===== src/rtl/sc_decode_scheduler.sv =====
// ----------------------------------------------------------------------------
// sc_decode_scheduler
//
// Sequences one successive-cancellation (SC) polar decode over a code of
// length N = 2^log_n. The block walks the SC tree leaf by leaf and issues
// F, G and LEAF ops to the LLR datapath over a valid/ready handshake. It
// collects each decided bit u_i from the decision unit, forwards it to the
// partial-sum generator with its index and fold depth, and pulses done
// after the final bit has been decided.
//
// Ports
//   clk        in   1      clock, rising edge
//   rst_n      in   1      asynchronous active-low reset
//   start      in   1      begin a decode (only looked at while idle)
//   log_n      in   STG_W  log2 of the code length, captured on start
//   abort      in   1      synchronous abandon, returns to idle next edge
//   op_valid   out  1      an op is presented on op_type/op_stage/bit_idx
//   op_ready   in   1      datapath takes the presented op this cycle
//   op_type    out  2      0=F, 1=G, 2=LEAF
//   op_stage   out  STG_W  tree stage of the op (0 for LEAF)
//   bit_idx    out  IDX_W  index of the leaf currently being decoded
//   u_valid    in   1      decision unit returns the decided bit
//   u_bit      in   1      decided bit value
//   ps_valid   out  1      one-cycle partial-sum update request
//   ps_u       out  1      bit to fold into the partial sums
//   ps_depth   out  STG_W  number of fold levels (trailing ones of index)
//   ps_idx     out  IDX_W  index of the bit being folded
//   busy       out  1      high whenever a decode is in progress
//   done       out  1      one-cycle pulse at decode completion
// ----------------------------------------------------------------------------
module sc_decode_scheduler #(
    parameter int MAX_LOG_N = 9,
    parameter int STG_W     = 4,
    parameter int IDX_W     = 9
) (
    input  logic             clk,
    input  logic             rst_n,
    input  logic             start,
    input  logic [STG_W-1:0] log_n,
    input  logic             abort,
    output logic             op_valid,
    input  logic             op_ready,
    output logic [1:0]       op_type,
    output logic [STG_W-1:0] op_stage,
    output logic [IDX_W-1:0] bit_idx,
    input  logic             u_valid,
    input  logic             u_bit,
    output logic             ps_valid,
    output logic             ps_u,
    output logic [STG_W-1:0] ps_depth,
    output logic [IDX_W-1:0] ps_idx,
    output logic             busy,
    output logic             done
);

    typedef enum logic [2:0] {
        IDLE,
        ISSUE_F,
        ISSUE_G,
        ISSUE_LEAF,
        WAIT_U,
        PS_UPD,
        FIN
    } state_t;

    localparam logic [1:0] OP_F    = 2'd0;
    localparam logic [1:0] OP_G    = 2'd1;
    localparam logic [1:0] OP_LEAF = 2'd2;

    state_t             state;
    logic [STG_W-1:0]   n_reg;
    logic [IDX_W:0]     n_size;
    logic               is_last;
    logic               accepted;
    logic               start_ok;
    logic [IDX_W-1:0]   next_idx;

    // Trailing-zero count. The trailing-ones count of a value is the
    // trailing-zero count of its complement, so one helper serves both the
    // G stage selection and the partial-sum fold depth.
    function automatic logic [STG_W-1:0] count_tz(input logic [IDX_W-1:0] v);
        logic [STG_W-1:0] c;
        logic             found;
        c     = '0;
        found = 1'b0;
        for (int k = 0; k < IDX_W; k++) begin
            if (!found) begin
                if (v[k]) begin
                    found = 1'b1;
                end else begin
                    c = c + STG_W'(1);
                end
            end
        end
        return c;
    endfunction

    // N is computed one bit wider than the index so that N = 2^MAX_LOG_N
    // still fits; the last leaf is the one whose index equals N-1.
    assign n_size   = (IDX_W+1)'(1) << n_reg;
    assign is_last  = ({1'b0, bit_idx} == (n_size - (IDX_W+1)'(1)));
    assign accepted = op_valid & op_ready;
    assign next_idx = bit_idx + IDX_W'(1);
    assign start_ok = (log_n != '0) && (log_n <= STG_W'(MAX_LOG_N));

    // Main scheduler FSM. Every output is a register loaded on the same edge
    // that enters the state producing it, so an op is presented for as long
    // as the FSM sits in an ISSUE state and its fields only move once the
    // datapath has taken it. The leaf index doubles as the bit_idx output and
    // the current stage lives directly in op_stage. abort is checked ahead of
    // the state decode so it wins over start, op_ready and u_valid alike.
    always_ff @(posedge clk or negedge rst_n) begin
        if (!rst_n) begin
            state    <= IDLE;
            n_reg    <= '0;
            op_valid <= 1'b0;
            op_type  <= OP_F;
            op_stage <= '0;
            bit_idx  <= '0;
            ps_valid <= 1'b0;
            ps_u     <= 1'b0;
            ps_depth <= '0;
            ps_idx   <= '0;
            busy     <= 1'b0;
            done     <= 1'b0;
        end else if (abort) begin
            state    <= IDLE;
            n_reg    <= '0;
            op_valid <= 1'b0;
            op_type  <= OP_F;
            op_stage <= '0;
            bit_idx  <= '0;
            ps_valid <= 1'b0;
            ps_u     <= 1'b0;
            ps_depth <= '0;
            ps_idx   <= '0;
            busy     <= 1'b0;
            done     <= 1'b0;
        end else begin
            case (state)
                IDLE: begin
                    done <= 1'b0;
                    if (start && start_ok) begin
                        // Leaf 0 descends from the root: F at n-1 down to 0.
                        n_reg    <= log_n;
                        bit_idx  <= '0;
                        op_type  <= OP_F;
                        op_stage <= log_n - STG_W'(1);
                        op_valid <= 1'b1;
                        busy     <= 1'b1;
                        state    <= ISSUE_F;
                    end
                end

                ISSUE_F: begin
                    if (accepted) begin
                        if (op_stage == '0) begin
                            op_type  <= OP_LEAF;
                            op_stage <= '0;
                            state    <= ISSUE_LEAF;
                        end else begin
                            op_stage <= op_stage - STG_W'(1);
                        end
                    end
                end

                ISSUE_G: begin
                    // A G at stage t is followed by F at t-1..0; at t=0 the
                    // G lands directly on the leaf.
                    if (accepted) begin
                        if (op_stage == '0) begin
                            op_type  <= OP_LEAF;
                            op_stage <= '0;
                            state    <= ISSUE_LEAF;
                        end else begin
                            op_type  <= OP_F;
                            op_stage <= op_stage - STG_W'(1);
                            state    <= ISSUE_F;
                        end
                    end
                end

                ISSUE_LEAF: begin
                    if (accepted) begin
                        op_valid <= 1'b0;
                        state    <= WAIT_U;
                    end
                end

                WAIT_U: begin
                    // The final bit needs no partial-sum fold: nothing
                    // downstream consumes it, so go straight to completion.
                    if (u_valid) begin
                        if (is_last) begin
                            done  <= 1'b1;
                            state <= FIN;
                        end else begin
                            ps_valid <= 1'b1;
                            ps_u     <= u_bit;
                            ps_idx   <= bit_idx;
                            ps_depth <= count_tz(~bit_idx);
                            state    <= PS_UPD;
                        end
                    end
                end

                PS_UPD: begin
                    // The next leaf's G sits at the stage given by the
                    // trailing zeros of its index.
                    ps_valid <= 1'b0;
                    bit_idx  <= next_idx;
                    op_type  <= OP_G;
                    op_stage <= count_tz(next_idx);
                    op_valid <= 1'b1;
                    state    <= ISSUE_G;
                end

                FIN: begin
                    done  <= 1'b0;
                    busy  <= 1'b0;
                    state <= IDLE;
                end

                default: begin
                    op_valid <= 1'b0;
                    ps_valid <= 1'b0;
                    done     <= 1'b0;
                    busy     <= 1'b0;
                    state    <= IDLE;
                end
            endcase
        end
    end

endmodule


===== config.mk =====
export PLATFORM = sky130hd
export DESIGN_NAME = sc_decode_scheduler
export DESIGN_NICKNAME = d
export VERILOG_FILES = /design/src/rtl/sc_decode_scheduler.sv
export SDC_FILE = /design/constraint.sdc
export NUM_CORES = 1
export LEC_CHECK = 0
export CORE_ASPECT_RATIO = 1.5
export CORE_MARGIN = 2
export CORE_UTILIZATION = 35
export CTS_BUF_LIST = sky130_fd_sc_hd__clkbuf_16
export DETAILED_ROUTE_END_ITERATION = 6
export GPL_ROUTABILITY_DRIVEN = 0
export SLEW_MARGIN = 20
export SYNTH_ARGS = -nofsm -noshare
export SYNTH_HDL_FRONTEND = slang
export SYNTH_SLANG_ARGS = --single-unit

===== constraint.sdc =====
create_clock -name clk -period 6.17 [get_ports clk]
set_clock_uncertainty 0.1 [all_clocks]
set_input_delay 1.234 -clock clk [delete_from_list [all_inputs] [get_ports clk]]
set_output_delay 1.234 -clock clk [all_outputs]
set_load 0.02 [all_outputs]

Yosys cells after proc, flatten, opt, wreduce, memory -nomap -nowiden
Cells that the tools add are included.
{"block": "classes", "n_addsub": 20, "order_cmp": 1, "eq_ne": 21, "shifts": 1, "n_mux": 214, "n_bitwise": 2, "reduce_logical": 27}
{"operator": "2-to-1 mux 4 bit", "n": 91}
{"operator": "2-to-1 mux 1 bit", "n": 94}
{"operator": "adder 4 x 1 -> 4 bit (second input constant)", "n": 16}
{"operator": "2-to-1 mux 9 bit", "n": 6}
{"operator": "inequality test 3 bit (second input constant)", "n": 8}
{"operator": "2-to-1 mux 3 bit", "n": 7}
{"operator": "one-hot mux 3 bit (6 select lines)", "n": 1}
{"operator": "one-hot mux 9 bit (2 select lines)", "n": 1}
{"operator": "2-to-1 mux 2 bit", "n": 8}
{"operator": "AND reduction 3 bit", "n": 5}
{"operator": "one-hot mux 4 bit (3 select lines)", "n": 1}
{"operator": "equality test 9 x 10 -> 1 bit", "n": 1}
{"operator": "OR reduction 5 bit", "n": 2}
{"operator": "<< shifter 1 x 4 -> 10 bit (first input constant)", "n": 1}
{"operator": "subtractor 10 x 1 -> 10 bit (second input constant)", "n": 1}
{"operator": "adder 9 x 1 -> 9 bit (second input constant)", "n": 1}
{"operator": "equality test 3 bit (second input constant)", "n": 3}
{"operator": "NOT 9 bit", "n": 1}
{"operator": "inequality test 2 x 1 -> 1 bit (second input constant)", "n": 4}
{"operator": "one-hot mux 2 bit (4 select lines)", "n": 1}
{"operator": "nonzero test 2 bit", "n": 4}
{"operator": "nonzero test 4 bit", "n": 2}
{"operator": "OR reduction 4 bit", "n": 2}
{"operator": "subtractor 4 x 1 -> 4 bit (second input constant)", "n": 2}
{"operator": "17 further kinds", "n": 23}
{"block": "totals", "ff_bits": 40, "in_bits": 11, "output_inout_bits": 33, "word_cells": 298}

Depth between registers and ports, before layout
Gate-level depths: netlist of the first run.
{"block": "depth", "word_depth": 63, "mapped_depth": 26, "mapped_depth_nobuf": 26}

Worst setup path after synthesis of the first run
Ideal clock, no wire load.
{"block": "synth_path", "path_kind": "reg-to-reg", "start": "reg bit_idx[1]", "end": "reg op_stage[1]", "setup_ns": 0.122, "arrival_time_ns": 4.940, "required_ns": 5.948, "slack_ns": 1.008, "path_stages_with_launch": 25, "n_path_buf": 0, "period_less_slack_ns": 5.162, "path_cell_list": "dfrtp_1 -> ha_1 -> mux2i_1 -> inv_1 -> ha_1 -> nor2_1 -> nor2_1 -> ha_1 -> mux2i_1 -> a21oi_1 -> ha_1 -> nand2_1 -> o22ai_1 -> ha_1 -> nor2_1 -> nor2_1 -> ha_1 -> mux2i_1 -> a21oi_1 -> ha_1 -> mux2i_1 -> nor2_1 -> a211oi_1 -> o31ai_1 -> a32o_1"}
{"block": "synth_between", "elab_chain_len": 40, "word_cells_on_any_way": 68, "cone_classes": "add/sub: 8; mux: 60"}
{"item": "from (decl)", "line": "45", "text": "output logic [IDX_W-1:0] bit_idx,"}
{"item": "from (signal assigned)", "line": "211", "text": "bit_idx <= next_idx;"}
{"item": "adder 9 x 1 -> 9 bit (*)", "line": "103", "text": "assign next_idx = bit_idx + IDX_W'(1);"}
{"item": "2-to-1 mux 4 bit", "line": "88", "text": "if (v[k]) begin"}
{"item": "2-to-1 mux 4 bit", "line": "87", "text": "if (!found) begin"}
{"item": "2-to-1 mux 4 bit", "line": "140", "text": "case (state)"}
{"item": "2-to-1 mux 4 bit", "line": "126", "text": "end else if (abort) begin"}
{"item": "adder 4 x 1 -> 4 bit", "line": "91", "text": "c = c + STG_W'(1);"}
{"item": "2-to-1 mux 4 bit", "line": "88"}
{"item": "2-to-1 mux 4 bit", "line": "87"}
{"item": "[24 not listed]"}
{"item": "2-to-1 mux 4 bit", "line": "87"}
{"item": "2-to-1 mux 4 bit", "line": "140"}
{"item": "2-to-1 mux 4 bit", "line": "126"}
{"item": "adder 4 x 1 -> 4 bit", "line": "91"}
{"item": "2-to-1 mux 4 bit", "line": "88"}
{"item": "2-to-1 mux 4 bit (*)", "line": "87"}
{"item": "one-hot mux 4 bit (3 select lines) (*)", "line": "140"}
{"item": "2-to-1 mux 4 bit (*)", "line": "126"}
{"item": "to (signal assigned)", "line": "148", "text": "op_stage <= log_n - STG_W'(1);"}
{"item": "to (signal assigned)", "line": "162", "text": "op_stage <= op_stage - STG_W'(1);"}
{"item": "to (signal assigned)", "line": "177", "text": "op_stage <= op_stage - STG_W'(1);"}
{"item": "to (decl)", "line": "44", "text": "output logic [STG_W-1:0] op_stage,"}
Mark *: on every way between the ends. The rest lies on a longest branch, timed or not. The select of a mux whose other input is x is not followed.
A chain may end at the register's enable or synchronous reset.

Worst setup path in the final report of the first run
{"block": "layout_path", "start": "reg bit_idx[0]", "end": "reg ps_depth[1]"}
{"block": "layout_between", "elab_chain_len": 62, "word_cells_on_any_way": 105, "cone_classes": "add/sub: 8; eq/ne: 2; mux: 93; bitwise: 1; reduce/logical: 1"}
{"item": "NOT 9 bit", "line": "201", "text": "ps_depth <= count_tz(~bit_idx);"}
{"item": "2-to-1 mux 1 bit", "line": "88"}
{"item": "2-to-1 mux 4 bit", "line": "194", "text": "if (is_last) begin"}
{"item": "2-to-1 mux 4 bit", "line": "193", "text": "if (u_valid) begin"}
{"item": "2-to-1 mux 4 bit", "line": "140"}
{"item": "2-to-1 mux 4 bit", "line": "126"}
{"item": "adder 4 x 1 -> 4 bit", "line": "91"}
{"item": "2-to-1 mux 4 bit", "line": "88"}
{"item": "[46 not listed]"}
{"item": "2-to-1 mux 4 bit", "line": "126"}
{"item": "adder 4 x 1 -> 4 bit", "line": "91"}
{"item": "2-to-1 mux 4 bit", "line": "88"}
{"item": "2-to-1 mux 4 bit", "line": "87"}
{"item": "2-to-1 mux 4 bit", "line": "194"}
{"item": "2-to-1 mux 4 bit", "line": "193"}
{"item": "2-to-1 mux 4 bit", "line": "140"}
{"item": "2-to-1 mux 4 bit", "line": "126"}
{"item": "to (signal assigned)", "line": "201"}
{"item": "to (decl)", "line": "50", "text": "output logic [STG_W-1:0] ps_depth,"}
Several ways; a longest one is shown, not always the timed one. The select of a mux whose other input is x is not followed.

==> out/metrics.cfg, run 1 <==
[finish]
reg_top3 = bit_idx: 9 flops, ps_idx: 9 flops
final.fill_count = 1001
mostFrequentLayoutCells = nor2_1, clkdlybuf4s50_1, nand2_1
nets = 498
drive_above_1_share = 0.05353
utilization = 0.4170
area_growth_pct = 16.07
final_common_cell = nor2_1
fin_area_mm2 = 0.004203
antennaDiodeCount = 0

[cts]
clock_latency_ps = 280
cts_buffers = 5
cts.clk_slew.worst_paths_ps = 60
cts_tree = built
postCtsHoldBufs = 0
h-tree-depth = 2
cts.sinks = 40
clock_path_buffers = 2
clockRootBuffer = clkbuf_16
postCtsSetupBuffers = 0
post_cts_resized = 0

[logic_synthesis]
ys_ff_latch = 40
synth_warnings = 0
ys_seq_area_frac = 0.2764
avgSynthCellArea_um2 = 8.174
syn_nets = 475
synth-compound-area-share = 0.1797
netlist_area_mm2 = 0.003621
ys_async_sr_fraction = 1.000
synth_top_family_by_area = simple AND/OR/NAND/NOR gates
synth-xor-area-share = 0.1199
synth_cells = 443
synth-adder-area-share = 0.07256
synthMuxAreaShare = 0.06427
yosys.area_share.simple = 0.2281
ys_types = 61
synth-edff-count = 0
ys.flop_type = dfrtp_1

[drt]
final_antenna_net_count = 0
postRouteWirelength_um = 9029
drtIter0Drc = 100
via_per_inst = 5.490
drc = 0
wl_per_cell_um = 15.46
dr_total_vias = 3206
first_pass_iters = 4

[floorplan]
core_area_mm2 = 0.01008
dieWidth_um = 87.05
row_count = 45
initial_core_util = 0.3593
fp.dieH_um = 128.6
die_area_mm2 = 0.01119
pin_count = 44

[timing]
timing.fmax_mhz = 176.7
fin_setup_tns_ps = 0
finalWorstSetupSlack_ps = 510.9
finalSetupViolCount = 0
tightest_slew_ps = 1054
slew_headroom = 0.2885
slew_viol_final = 0
post-route-period-util = 0.9172
final_hold_viol_count = 0
rsz0062_at_grt = no
min_period_ps = 5659

[run]
cap_violations = 0

[critical_path]
cp_top_family = adder cells
crit_top_cell = ha_1
cp-start-kind = flip-flop
crit_path_cell_trace = ha_1 > and2_1 > xnor2_1 > inv_1 > ha_1 > o21a_1 > ha_1 > mux2_2 > o21ai_0 > inv_1 > ha_1 > nand2_1 > o21ai_0 > ha_1 > inv_1 > a31oi_1 > ha_1 > mux2i_1 > a31oi_1 > ha_1 > mux2i_1 > a211oi_1
crit_path_end_kind = flip-flop
crit_path_max_fanout = 12
critPathKind = reg2reg
path_buf_inv = 3
max_stage_delay_ps = 540
cp_data_arrival_time_ps = 5730
slowest_stage = dfrtp_1
critical_path_required_ps = 6250

[run_status]
status = completed

[global_routing]
grt_use_total = 0.1695
grt_max_degree = 41
grt_pass1_vias = 3121
grt_first_pass_wirelength_um = 15190
overflow = 0
antenna_found_initial = 0

[power_and_ir_drop]
power_density_mw_per_mm2 = 237.2
pwr-share-seq = 0.365
p_int_uw = 610.8
power.switching_uw = 386.2
swShare = 0.3874
pwr-share-comb = 0.388
vdd_ir_drop_max_v = 0.0002260
leakagePower_uw = 0.001728
clockPowerShare = 0.246

[placed_design]
placement.io_buffers = 43
placed_cell_area_mm2 = 0.004066
hpwl_um = 6714
dp_slack_ps = 527.2

[min_path]
hold_class = reg2reg

final timing paths:
path	start	end	slack, ps	cells past startpoint
max	bit_idx[0]$_DFFE_PN0P_	ps_depth[1]$_DFFE_PN0P_	510	22
min	ps_idx[4]$_DFFE_PN0P_	ps_idx[4]$_DFFE_PN0P_	420	2
max reg2reg	bit_idx[0]$_DFFE_PN0P_	ps_depth[1]$_DFFE_PN0P_	510	22
min reg2reg	ps_idx[4]$_DFFE_PN0P_	ps_idx[4]$_DFFE_PN0P_	420	2
max in group asynchronous	rst_n	op_valid$_DFFE_PN0P_	4360	1
min in group asynchronous	rst_n	ps_u$_DFFE_PN0P_	1000	1
synthesized netlist by cell type, types with 4 or more instances:
library cell / count / area [µm²]
a22o_1: 9 / 78.83
a21oi_1: 28 / 140.1
nor3b_1: 4 / 30.03
clkbuf_1: 21 / 78.83
nand2_1: 41 / 153.9
dfrtp_1: 40 / 1001
a211oi_1: 4 / 30.03
nor2b_1: 6 / 37.54
nor2_1: 53 / 198.9
buf_6: 5 / 56.30
nand2b_1: 6 / 37.54
inv_1: 16 / 60.06
nand3_1: 9 / 45.04
o21ai_0: 32 / 160.2
ha_1: 21 / 262.8
xor2_1: 12 / 105.1
nor3_1: 17 / 85.08
mux2i_1: 21 / 210.2
nor4_1: 5 / 31.28
xnor2_1: 30 / 262.8
worst reg2reg max path, stage by stage (launching register included):
cell and delay (ps):
dfrtp_1 540, ha_1 360, and2_1 240, xnor2_1 460
inv_1 90, ha_1 340, o21a_1 210, ha_1 280
mux2_2 260, o21ai_0 310, inv_1 80, ha_1 320
nand2_1 60, o21ai_0 110, ha_1 360, inv_1 60
a31oi_1 80, ha_1 340, mux2i_1 140, a31oi_1 140
ha_1 330, mux2i_1 70, a211oi_1 300
metal layers:
| metal | GRT usage | vias to the layer above | share of wire |
|---|---|---|---|
| met5 | 0 | - | 0 |
| met4 | 0.08548 | 0 | 0.038 |
| met3 | 0.02309 | 22 | 0.025 |
| met2 | 0.2883 | 62 | 0.51 |
| met1 | 0.2063 | 1516 | 0.43 |
| li1 | - | 1606 | - |
cell families after synthesis:
| logic type | after synthesis |
|---|---|
| simple gates | 166 |
| buf+inv | 46 |
| xor+xnor | 45 |
| compound gates | 102 |
| flops | 40 |
| fa+ha+maj | 21 |
| mux | 23 |
power groups by stage:
stage,Clock (µW),Combinational [µW],Sequential (µW)
2_1_floorplan,0,282,354
3_3_place_gp,0,382,366
3_5_place_dp,0,388,368
4_1_cts,251,389,363
5_1_grt,262,431,375
6_report,245,387,364
metrics by stage:
step	hold slack [ps]	power, µW	cells
floorplan	521.1	636.2	443
global placement	403.1	747.6	576
detailed placement	407.6	755.3	576
CTS	424.3	1004	584
global route	460.4	1068	584
finish	415.7	997.0	584
cell type report:
type	count	area [µm²]	share of cell area
multi-input combinational	357	2411	0.5737
timing repair buffer	46	447.9	0.1066
tap	117	146.4	0.03483
inverter	16	60.06	0.01429
clock inverter	3	11.26	0.002679
sequential	40	1001	0.2382
clock buffer	5	125.1	0.02977
No activity file was read; power rests on OpenSTA's default activity.
==> run 2, diff against run 1 <==
--- a/config.mk
+++ b/config.mk
@@ -10,6 +10,7 @@
 export CORE_UTILIZATION = 35
 export CTS_BUF_LIST = sky130_fd_sc_hd__clkbuf_16
 export DETAILED_ROUTE_END_ITERATION = 6
+export DONT_BUFFER_PORTS = 1
 export GPL_ROUTABILITY_DRIVEN = 0
 export SLEW_MARGIN = 20
 export SYNTH_ARGS = -nofsm -noshare
==> out/metrics.cfg, run 2 (same netlist as run 1, synthesis figures left out) <==
[run_status]
status = completed

[floorplan]
initial_core_util = 0.3593  ; unchanged
core_area_mm2 = 0.01008  ; unchanged
row_count = 45  ; unchanged
die_area_mm2 = 0.01119  ; unchanged
fp.dieH_um = 128.6  ; unchanged
dieWidth_um = 87.05  ; unchanged
pin_count = 44  ; unchanged

[global_routing]
grt_use_total = 0.1639  ; -0.005615
overflow = 0  ; unchanged
grt_max_degree = 41  ; unchanged
grt_first_pass_wirelength_um = 14550  ; -4.2%
grt_pass1_vias = 2947  ; -5.6%
antenna_found_initial = 0  ; unchanged

[placed_design]
placement.io_buffers = 0  ; -100%
hpwl_um = 6576  ; -2.1%
placed_cell_area_mm2 = 0.003649  ; -10%
dp_cells = 534  ; -7.3%

[power_and_ir_drop]
vdd_ir_drop_max_v = 0.0002660  ; +18%
power_density_mw_per_mm2 = 260.5  ; +9.8%
leakagePower_uw = 0.001592  ; -7.9%

[critical_path]
crit_top_cell = ha_1
crit_path_end_kind = flip-flop
slowest_stage = dfrtp_1
startpoint = bit_idx[1]$_DFFE_PN0P_
r2r-end = ps_depth[1]$_DFFE_PN0P_
crit_cells = 22  ; unchanged
cp_data_arrival_time_ps = 5820  ; +90 ps
cp-start-kind = flip-flop
r2r_start = bit_idx[1]$_DFFE_PN0P_
crit_path_cell_trace = ha_1 > and2_1 > xnor2_1 > inv_1 > ha_1 > o21a_1 > ha_1 > mux2_2 > o21ai_0 > inv_1 > ha_1 > nand2_1 > o21ai_0 > ha_1 > inv_1 > a31oi_1 > ha_1 > mux2i_1 > a31oi_1 > ha_1 > mux2i_1 > a211oi_1
cp_top_family = adder cells
path_buf_inv = 3  ; unchanged
crit_path_max_fanout = 8  ; -4
worst-r2r-setup-slack_ps = 450  ; -60 ps
endpoint = ps_depth[1]$_DFFE_PN0P_
max_stage_delay_ps = 570  ; +30 ps
r2r_cells = 22  ; unchanged
critical_path_required_ps = 6270  ; +20 ps
critPathKind = reg2reg

[timing]
rsz0062_at_grt = no
fin_setup_tns_ps = 0  ; unchanged
timing.fmax_mhz = 174.9  ; -1.0%
final_hold_viol_count = 0  ; unchanged
post-route-period-util = 0.9268  ; +0.009565
slew_headroom = 0.2715  ; -0.01699
tightest_slew_ps = 1079  ; +25.17 ps
slew_viol_final = 0  ; unchanged
finalSetupViolCount = 0  ; unchanged
min_period_ps = 5718  ; +59.02 ps

[finish]
area_growth_pct = 5.287
final_common_cell = nor2_1
stdcell_count = 542  ; -7.2%
utilization = 0.3783  ; -0.03873
drive_above_1_share = 0.06353  ; +0.009996
fin_area_mm2 = 0.003812  ; -9.3%
mostFrequentLayoutCells = nor2_1, nand2_1, dfrtp_1
reg_top3 = bit_idx: 9 flops, ps_idx: 9 flops
nets = 456  ; -8.4%
antennaDiodeCount = 0  ; unchanged

[cts]
clock_latency_ps = 290  ; about the same
postCtsHoldBufs = 0  ; unchanged
clock_path_buffers = 2  ; unchanged
clockRootBuffer = clkbuf_16
h-tree-depth = 2  ; unchanged
cts_tree = built
cts.clk_slew.worst_paths_ps = 60  ; about the same
post_cts_resized = 0  ; unchanged
cts.sinks = 40  ; unchanged
postCtsSetupBuffers = 0  ; unchanged
cts_buffers = 5  ; unchanged

[drt]
highest_layer = met4
wirelength_met1_um = 3532  ; -8.2%
first_pass_iters = 4  ; unchanged
drtIter0Drc = 110  ; +10%
drc = 0  ; unchanged
dr_total_vias = 3078  ; -4.0%
final_antenna_net_count = 0  ; unchanged
via_per_inst = 5.679  ; +3.4%
routed-wl-met2_um = 4772  ; +3.3%
wl_per_cell_um = 16.37  ; +5.9%
route.met3.wl_um = 388  ; +75%
postRouteWirelength_um = 8873  ; -1.7%

[min_path]
hold_class = in2async

[run]
cap_violations = 0  ; unchanged

[run 2: area by class of cell]
cell class | count | area [µm²]
clock inverter | 3 | 38.79
tap | 117 | 146.4
fill | 1012 | 6266
inverter | 16 | 60.06
sequential | 40 | 1001
timing repair buffer | 4 | 30.03
multi-input combinational | 357 | 2411
clock buffer | 5 | 125.1
[run 2: how the worst min path moves through the flow]
stage | to | depth (start not counted)
2_1_floorplan | op_type[0]$_DFFE_PN0P_ | 2
3_3_place_gp | ps_depth[3]$_DFFE_PN0P_ | 2
3_5_place_dp | ps_idx[6]$_DFFE_PN0P_ | 2
4_1_cts | ps_depth[3]$_DFFE_PN0P_ | 0
5_1_grt | ps_idx[6]$_DFFE_PN0P_ | 0
6_report | ps_idx[6]$_DFFE_PN0P_ | 0
[run 2: report_power, final]
group          switching [µW]  internal (µW)
clock                     108            189
sequential                102            293
combinational             170            131
[run 2: per-stage QoR]
stage / setup slack, ps / hold slack, ps / total power (µW)
detailed placement: 496.3 / 561.0 / 699.5
floorplan: 1008 / 521.1 / 636.2
global route: 64.09 / 523.9 / 1058
global placement: 679.2 / 551.9 / 692.7
CTS: 472.1 / 527.0 / 998.5
finish: 451.9 / 531.6 / 993.0
[run 2: worst reg2reg max path: stages, from the launching register on]
cell and delay [ps]:
dfrtp_1 570, ha_1 360, and2_1 250, xnor2_1 450
inv_1 100, ha_1 350, o21a_1 200, ha_1 280
mux2_2 250, o21ai_0 330, inv_1 90, ha_1 320
nand2_1 70, o21ai_0 120, ha_1 360, inv_1 70
a31oi_1 90, ha_1 360, mux2i_1 140, a31oi_1 130
ha_1 350, mux2i_1 70, a211oi_1 240
[run 2: per-layer routing]
metal  vias to the layer above  GRT usage
met4                         0    0.06710
met3                        13    0.03079
li1                       1513          -
met2                        55     0.3080
met1                      1497     0.1749
met5                         -          0
